==> config.mk <==
export PLATFORM = sky130hd
export DESIGN_NAME = sync_fifo_cnt_flat
export DESIGN_NICKNAME = d
export VERILOG_FILES = /design/src/rtl/sync_fifo_cnt_if.sv /design/src/rtl/sync_fifo_cnt.sv /design/src/flat_wrapper.sv
export SDC_FILE = /design/constraint.sdc
export NUM_CORES = 1
export LEC_CHECK = 0
export CAP_MARGIN = 20
export CORE_ASPECT_RATIO = 1.75
export CORE_UTILIZATION = 30
export CTS_CLUSTER_DIAMETER = 50
export CTS_CLUSTER_SIZE = 25
export DETAILED_ROUTE_END_ITERATION = 8
export SETUP_SLACK_MARGIN = 0.4
export SYNTH_ARGS = -nofsm -noshare
export SYNTH_HDL_FRONTEND = slang
export SYNTH_SLANG_ARGS = --single-unit
==> constraint.sdc <==
create_clock -name clk -period 2.4 [get_ports clk]
set_input_delay 0.72 -clock clk [delete_from_list [all_inputs] [get_ports clk]]
set_output_delay 0.72 -clock clk [all_outputs]
set_load 0.005 [all_outputs]
==> src/rtl/sync_fifo_cnt_if.sv <==
// sync_fifo_cnt_if
// Purpose: groups the data path, handshake, threshold and status signals of
// sync_fifo_cnt. Clock and reset stay as plain ports on the FIFO.
// Parameters:
//   W  - data width in bits
//   AW - pointer width; count and threshold signals are AW+1 bits wide
// Signals (direction seen from the FIFO, i.e. the slave modport):
//   flush, wr_en, wr_data, rd_en, afull_th, aempty_th   inputs
//   rd_data, rd_valid, full, empty, afull, aempty,
//   count, ovf, udf                                     outputs
interface sync_fifo_cnt_if #(
  parameter int W  = 8,
  parameter int AW = 2
);
  logic          flush;
  logic          wr_en;
  logic [W-1:0]  wr_data;
  logic          rd_en;
  logic [W-1:0]  rd_data;
  logic          rd_valid;
  logic          full;
  logic          empty;
  logic [AW:0]   afull_th;
  logic [AW:0]   aempty_th;
  logic          afull;
  logic          aempty;
  logic [AW:0]   count;
  logic          ovf;
  logic          udf;

  // Producer/consumer side that drives requests and thresholds
  modport master (
    output flush, wr_en, wr_data, rd_en, afull_th, aempty_th,
    input  rd_data, rd_valid, full, empty, afull, aempty, count, ovf, udf
  );

  // FIFO side
  modport slave (
    input  flush, wr_en, wr_data, rd_en, afull_th, aempty_th,
    output rd_data, rd_valid, full, empty, afull, aempty, count, ovf, udf
  );
endinterface

==> src/rtl/sync_fifo_cnt.sv <==
// sync_fifo_cnt
// Purpose: single-clock FIFO of any depth 2..256 with live occupancy count,
// programmable almost-full/almost-empty thresholds, flush, sticky
// overflow/underflow flags and a selectable read mode (first-word
// fall-through or registered read).
// Parameters:
//   W    - data width (1..64)
//   DP   - depth in entries (2..256, any integer)
//   FWFT - 1: rd_data shows the head entry combinationally
//          0: rd_data is loaded one cycle after an accepted read
//   AW   - pointer width, ceil(log2(DP)); count/thresholds are AW+1 bits
// Ports:
//   clk     - rising-edge clock
//   reset_n - synchronous active-low reset
//   bus     - sync_fifo_cnt_if slave modport (requests, data, status)
module sync_fifo_cnt #(
  parameter int W    = 8,
  parameter int DP   = 4,
  parameter int FWFT = 1,
  parameter int AW   = $clog2(DP)
) (
  input  logic           clk,
  input  logic           reset_n,
  sync_fifo_cnt_if.slave bus
);

  localparam logic [AW:0]   DEPTH = (AW+1)'(DP);
  localparam logic [AW-1:0] LAST  = AW'(DP-1);

  logic [W-1:0]  r_mem [DP];
  logic [AW-1:0] r_wrPtr;
  logic [AW-1:0] r_rdPtr;
  logic [AW:0]   r_count;
  logic          r_ovf;
  logic          r_udf;

  logic          w_full;
  logic          w_empty;
  logic          w_wrAcc;
  logic          w_rdAcc;
  logic          w_ovfEvt;
  logic          w_udfEvt;
  logic [AW-1:0] w_wrPtrNext;
  logic [AW-1:0] w_rdPtrNext;

  // Status decode straight from the registered count, so every flag moves
  // exactly one cycle after the request that changed the occupancy.
  assign w_full  = (r_count == DEPTH);
  assign w_empty = (r_count == '0);

  // Flush wins over both requests and also suppresses the error events,
  // so a flush cycle never leaves a sticky flag behind.
  assign w_wrAcc  = bus.wr_en & ~w_full  & ~bus.flush;
  assign w_rdAcc  = bus.rd_en & ~w_empty & ~bus.flush;
  assign w_ovfEvt = bus.wr_en &  w_full  & ~bus.flush;
  assign w_udfEvt = bus.rd_en &  w_empty & ~bus.flush;

  // Depth need not be a power of two, so pointers wrap at DP-1 explicitly.
  assign w_wrPtrNext = (r_wrPtr == LAST) ? '0 : r_wrPtr + 1'b1;
  assign w_rdPtrNext = (r_rdPtr == LAST) ? '0 : r_rdPtr + 1'b1;

  // Pointer, occupancy and sticky error flag register. Reset and flush
  // both return the FIFO to an empty, error-free state.
  always_ff @(posedge clk) begin
    if (!reset_n) begin
      r_wrPtr <= '0;
      r_rdPtr <= '0;
      r_count <= '0;
      r_ovf   <= 1'b0;
      r_udf   <= 1'b0;
    end else if (bus.flush) begin
      r_wrPtr <= '0;
      r_rdPtr <= '0;
      r_count <= '0;
      r_ovf   <= 1'b0;
      r_udf   <= 1'b0;
    end else begin
      if (w_wrAcc) r_wrPtr <= w_wrPtrNext;
      if (w_rdAcc) r_rdPtr <= w_rdPtrNext;
      case ({w_wrAcc, w_rdAcc})
        2'b10:   r_count <= r_count + 1'b1;
        2'b01:   r_count <= r_count - 1'b1;
        default: r_count <= r_count;
      endcase
      if (w_ovfEvt) r_ovf <= 1'b1;
      if (w_udfEvt) r_udf <= 1'b1;
    end
  end

  // Storage is not reset; only an accepted write outside reset lands here.
  always_ff @(posedge clk) begin
    if (reset_n && w_wrAcc) begin
      r_mem[r_wrPtr] <= bus.wr_data;
    end
  end

  generate
    if (FWFT != 0) begin : gFwft
      // Head entry is always presented; meaningful whenever not empty.
      assign bus.rd_data  = r_mem[r_rdPtr];
      assign bus.rd_valid = ~w_empty;
    end else begin : gRegRead
      logic [W-1:0] r_rdData;
      logic         r_rdValid;

      // Registered read: data loads on an accepted read and then holds.
      // A flush cycle has no accepted read, so rd_valid drops and the
      // last data stays on rd_data.
      always_ff @(posedge clk) begin
        if (!reset_n) begin
          r_rdData  <= '0;
          r_rdValid <= 1'b0;
        end else begin
          r_rdValid <= w_rdAcc;
          if (w_rdAcc) r_rdData <= r_mem[r_rdPtr];
        end
      end

      assign bus.rd_data  = r_rdData;
      assign bus.rd_valid = r_rdValid;
    end
  endgenerate

  assign bus.full   = w_full;
  assign bus.empty  = w_empty;
  assign bus.count  = r_count;
  assign bus.afull  = (r_count >= bus.afull_th);
  assign bus.aempty = (r_count <= bus.aempty_th);
  assign bus.ovf    = r_ovf;
  assign bus.udf    = r_udf;

endmodule

==> src/flat_wrapper.sv <==
// flat-port wrapper written by rule: the top's interface ports become plain ports
module sync_fifo_cnt_flat 
#(
  parameter int W    = 8,
  parameter int DP   = 4,
  parameter int FWFT = 1,
  parameter int AW   = $clog2(DP)
)
  (clk, reset_n, bus_flush, bus_wr_en, bus_wr_data, bus_rd_en, bus_afull_th, bus_aempty_th, bus_rd_data, bus_rd_valid, bus_full, bus_empty, bus_afull, bus_aempty, bus_count, bus_ovf, bus_udf);
  sync_fifo_cnt_if #(.W(W), .AW(AW)) bus_i ();
  input  logic clk;
  input  logic reset_n;
  input wire logic [$bits(bus_i.flush)-1:0] bus_flush;
  input wire logic [$bits(bus_i.wr_en)-1:0] bus_wr_en;
  input wire logic [$bits(bus_i.wr_data)-1:0] bus_wr_data;
  input wire logic [$bits(bus_i.rd_en)-1:0] bus_rd_en;
  input wire logic [$bits(bus_i.afull_th)-1:0] bus_afull_th;
  input wire logic [$bits(bus_i.aempty_th)-1:0] bus_aempty_th;
  output wire logic [$bits(bus_i.rd_data)-1:0] bus_rd_data;
  output wire logic [$bits(bus_i.rd_valid)-1:0] bus_rd_valid;
  output wire logic [$bits(bus_i.full)-1:0] bus_full;
  output wire logic [$bits(bus_i.empty)-1:0] bus_empty;
  output wire logic [$bits(bus_i.afull)-1:0] bus_afull;
  output wire logic [$bits(bus_i.aempty)-1:0] bus_aempty;
  output wire logic [$bits(bus_i.count)-1:0] bus_count;
  output wire logic [$bits(bus_i.ovf)-1:0] bus_ovf;
  output wire logic [$bits(bus_i.udf)-1:0] bus_udf;
  assign bus_i.flush = bus_flush;
  assign bus_i.wr_en = bus_wr_en;
  assign bus_i.wr_data = bus_wr_data;
  assign bus_i.rd_en = bus_rd_en;
  assign bus_i.afull_th = bus_afull_th;
  assign bus_i.aempty_th = bus_aempty_th;
  assign bus_rd_data = bus_i.rd_data;
  assign bus_rd_valid = bus_i.rd_valid;
  assign bus_full = bus_i.full;
  assign bus_empty = bus_i.empty;
  assign bus_afull = bus_i.afull;
  assign bus_aempty = bus_i.aempty;
  assign bus_count = bus_i.count;
  assign bus_ovf = bus_i.ovf;
  assign bus_udf = bus_i.udf;
  sync_fifo_cnt #(.W(W), .DP(DP), .FWFT(FWFT), .AW(AW)) u_core (.clk(clk), .reset_n(reset_n), .bus(bus_i));
endmodule
==> flow_metrics.tcl <==
set metrics [dict create \
    port_buffers 36 \
    setup.worst_path.end_class "primary output" \
    path_clk_slew_ns 0.08 \
    crit_required_ns 1.68 \
    dr.pass1.iters 4 \
    final_common_cell "edfxtp_1" \
    placedInstanceArea_um2 2530 \
    cap_viol_max_count 0 \
    r2r_setup_slack_ns 0.21 \
    path_cells "buf_6, ha_4, nand2b_4, a21o_1, a21o_1, buf_2" \
    r2r_end "u_core.bus.count[2]$_SDFFE_PP0P_" \
    drcViolationCount 0 \
    io_pins 37 \
    rows 37 \
    fin_cells 268 \
    yosysUniqueCellTypes 29 \
    crit_family "compound AO/OA/AOI/OAI gates" \
    worst_pin_slew_ns 0.455 \
    hold_start "u_core.r_rdPtr[1]$_SDFFE_PP0N_" \
    layout_common_cells "32 x edfxtp_1, 14 x buf_6, 13 x buf_4, 12 x clkdlybuf4s50_1, 10 x buf_2" \
    yosysWarnings 0 \
    grt_use_total 0.121 \
    synth_edf_count 32 \
    async_flop_share 0 \
    h-tree-depth 2 \
    slowest_stage "ha_4" \
    clkLatencyLatePin_ns 0.29 \
    syn_avg_cell_area_um2 15.1 \
    p_per_area_nw_per_um2 534 \
    synth_top_area_cell "edfxtp_1" \
    gr-total-overflow 0 \
    die-area_um2 6580 \
    synth_cells 124 \
    fin_util 0.469 \
    grt_first_pass_wirelength_um 5730 \
    hp-class "flip-flop to flip-flop" \
    finalHoldViolations 0 \
    areaGrowthSynthToFinish_pct 49.5 \
    antenna_found_initial 0 \
    crit_start "bus_afull_th[0]" \
    viasPerCell 4.53 \
    vias 1215 \
    final_area_um2 2800 \
    grt_max_degree 15 \
    fmax_mhz 437 \
    cts_root_buffer "clkbuf_8" \
    min_path_cells 2 \
    synth_area_um2 1870 \
    relSlewSlack 0.696 \
    ys_ff_latch 43 \
    setup_tns_ns 0 \
    p_leak_nw 1.09 \
    totalWireLength_um 3630 \
    cts_buffers 5 \
    rsz0062_at_grt "true" \
    cpMostUsedCell "a21o_1" \
    start_kind "primary input" \
    r2r_cells 10 \
    crit_type "primary input to primary output" \
    hpwl_um 2590 \
    core_area_um2 5970 \
    dp_cells 248 \
    drt_iter0_markers 29 \
    grt_pass1_vias 1315 \
    hold_buffers 0 \
    start_util 0.314 \
    outcome "complete, no violations" \
    ir_drop_uv 289 \
    synth_fp_nets 156 \
    synth_area_leaders "edfxtp_1 51%, dfxtp_1 12%, mux4_2 9.6%" \
    place.gp.congestion 0.709 \
    routedWlPerCell_um 13.5 \
    n_antenna_cell 0 \
    drive_gt1_frac 0.463 \
    fin_skew_ns 0.0106 \
    regToRegStartpoint "u_core.bus.count[1]$_SDFFE_PP0P_" \
    cp_num_cells 6 \
    drtAntennaViolNets 0 \
    yosysSeqAreaShare 0.630 \
    slowest_delay_ns 0.19 \
    clock_sinks 43 \
    min_period_over_period 0.954 \
    finalCriticalPeriod_ns 2.29 \
    worst-path-max-fanout 1 \
    synth_top_area_share 0.513 \
    cp.arrival_ns 1.57 \
    fin_nets 221 \
    drv_slew 0 \
    chipHeight_um 107 \
    synth_flop_cell "edfxtp_1" \
    cts_tree "done" \
    crit_buf_inv 2 \
    cts_buffer_depth 2 \
    die_w_um 61.8 \
    setup_viol 0 \
]
-- timing repair --
| action | in CTS | in global routing |
|---|---|---|
| buffers inserted | 9 | 3 |
| endpoints found under the hold margin | 0 | 0 |
| endpoints found under the setup margin | 50 | 26 |
| cloned | 0 | 0 |
| pin swaps | 18 | 7 |
| resized for setup | 90 | 17 |
-- sequential cells by signal, summed over array words and instances, names as in the netlist, named ones only --
name              count
u_core.bus.udf        1
u_core.bus.ovf        1
u_core.r_wrPtr        2
u_core.bus.count      3
u_core.r_mem         32
u_core.r_rdPtr        2
-- logic make-up after synthesis --
kind of cell             share of synthesized area
buffers and inverters                       0.0354
AND/OR/NAND/NOR                             0.0901
flip-flops                                   0.630
AO/OA/AOI/OAI                               0.0374
XOR/XNOR                                   0.00935
multiplexers                                 0.107
adder cells (fa/ha/maj)                     0.0908
-- worst min-delay path, cell delays in order (launching register included) --
cell and delay [ns]:
dfxtp_1 0.32, nand2_1 0.07, o21ai_2 0.05
-- synth_stat cells, drive strengths merged, types with 2 or more instances --
cell type  instances
nand4              2
a21oi              4
dfxtp             11
buf                4
or3                4
nand2              5
nand2b             2
o21ai              4
nor2b              2
xor2               2
edfxtp            32
nor2               6
and2               5
ha                12
mux2i              2
inv               11
mux4               8
a21o               2
-- power breakdown --
part | switching, mW | internal (mW)
clock network | 0.241 | 0.310
logic | 0.0542 | 0.0833
registers | 0.00323 | 0.804
total | 0.299 | 1.20
-- worst max-delay path by stage --
stage,endpoint
2_1_floorplan,u_core.bus.count[2]$_SDFFE_PP0P_
3_3_place_gp,bus_aempty
3_5_place_dp,bus_aempty
4_1_cts,bus_afull
5_1_grt,bus_aempty
6_report,bus_afull
-- metrics by stage --
| stage | worst slack, ns | power (mW) | hold slack [ns] |
|---|---|---|---|
| global route | 0.0643 | 1.55 | 0.515 |
| floorplan | 0.217 | 0.878 | 0.451 |
| detailed placement | -0.886 | 0.953 | 0.462 |
| CTS | 0.0872 | 1.51 | 0.488 |
| finish | 0.111 | 1.50 | 0.482 |
| global placement | -0.846 | 0.948 | 0.457 |
-- layer usage --
metal / track usage / vias to the layer above / part of all wire
li1: - / 577 / -
met1: 0.117 / 591 / 0.35
met2: 0.223 / 40 / 0.58
met3: 0.0365 / 7 / 0.057
met4: 0.0476 / 0 / 0.016
met5: 0 / - / 0
-- layout make-up --
cell class              instances  area (um^2)
fillers                       535         3170
flip-flops and latches         43         1190
multi-input cells              66          724
repair buffers                 62          622
well taps                      78         97.6
clock buffers                   5         68.8
inverters                      11         56.3
clock inverters                 3         43.8
Power figures use the tool's default switching activity.
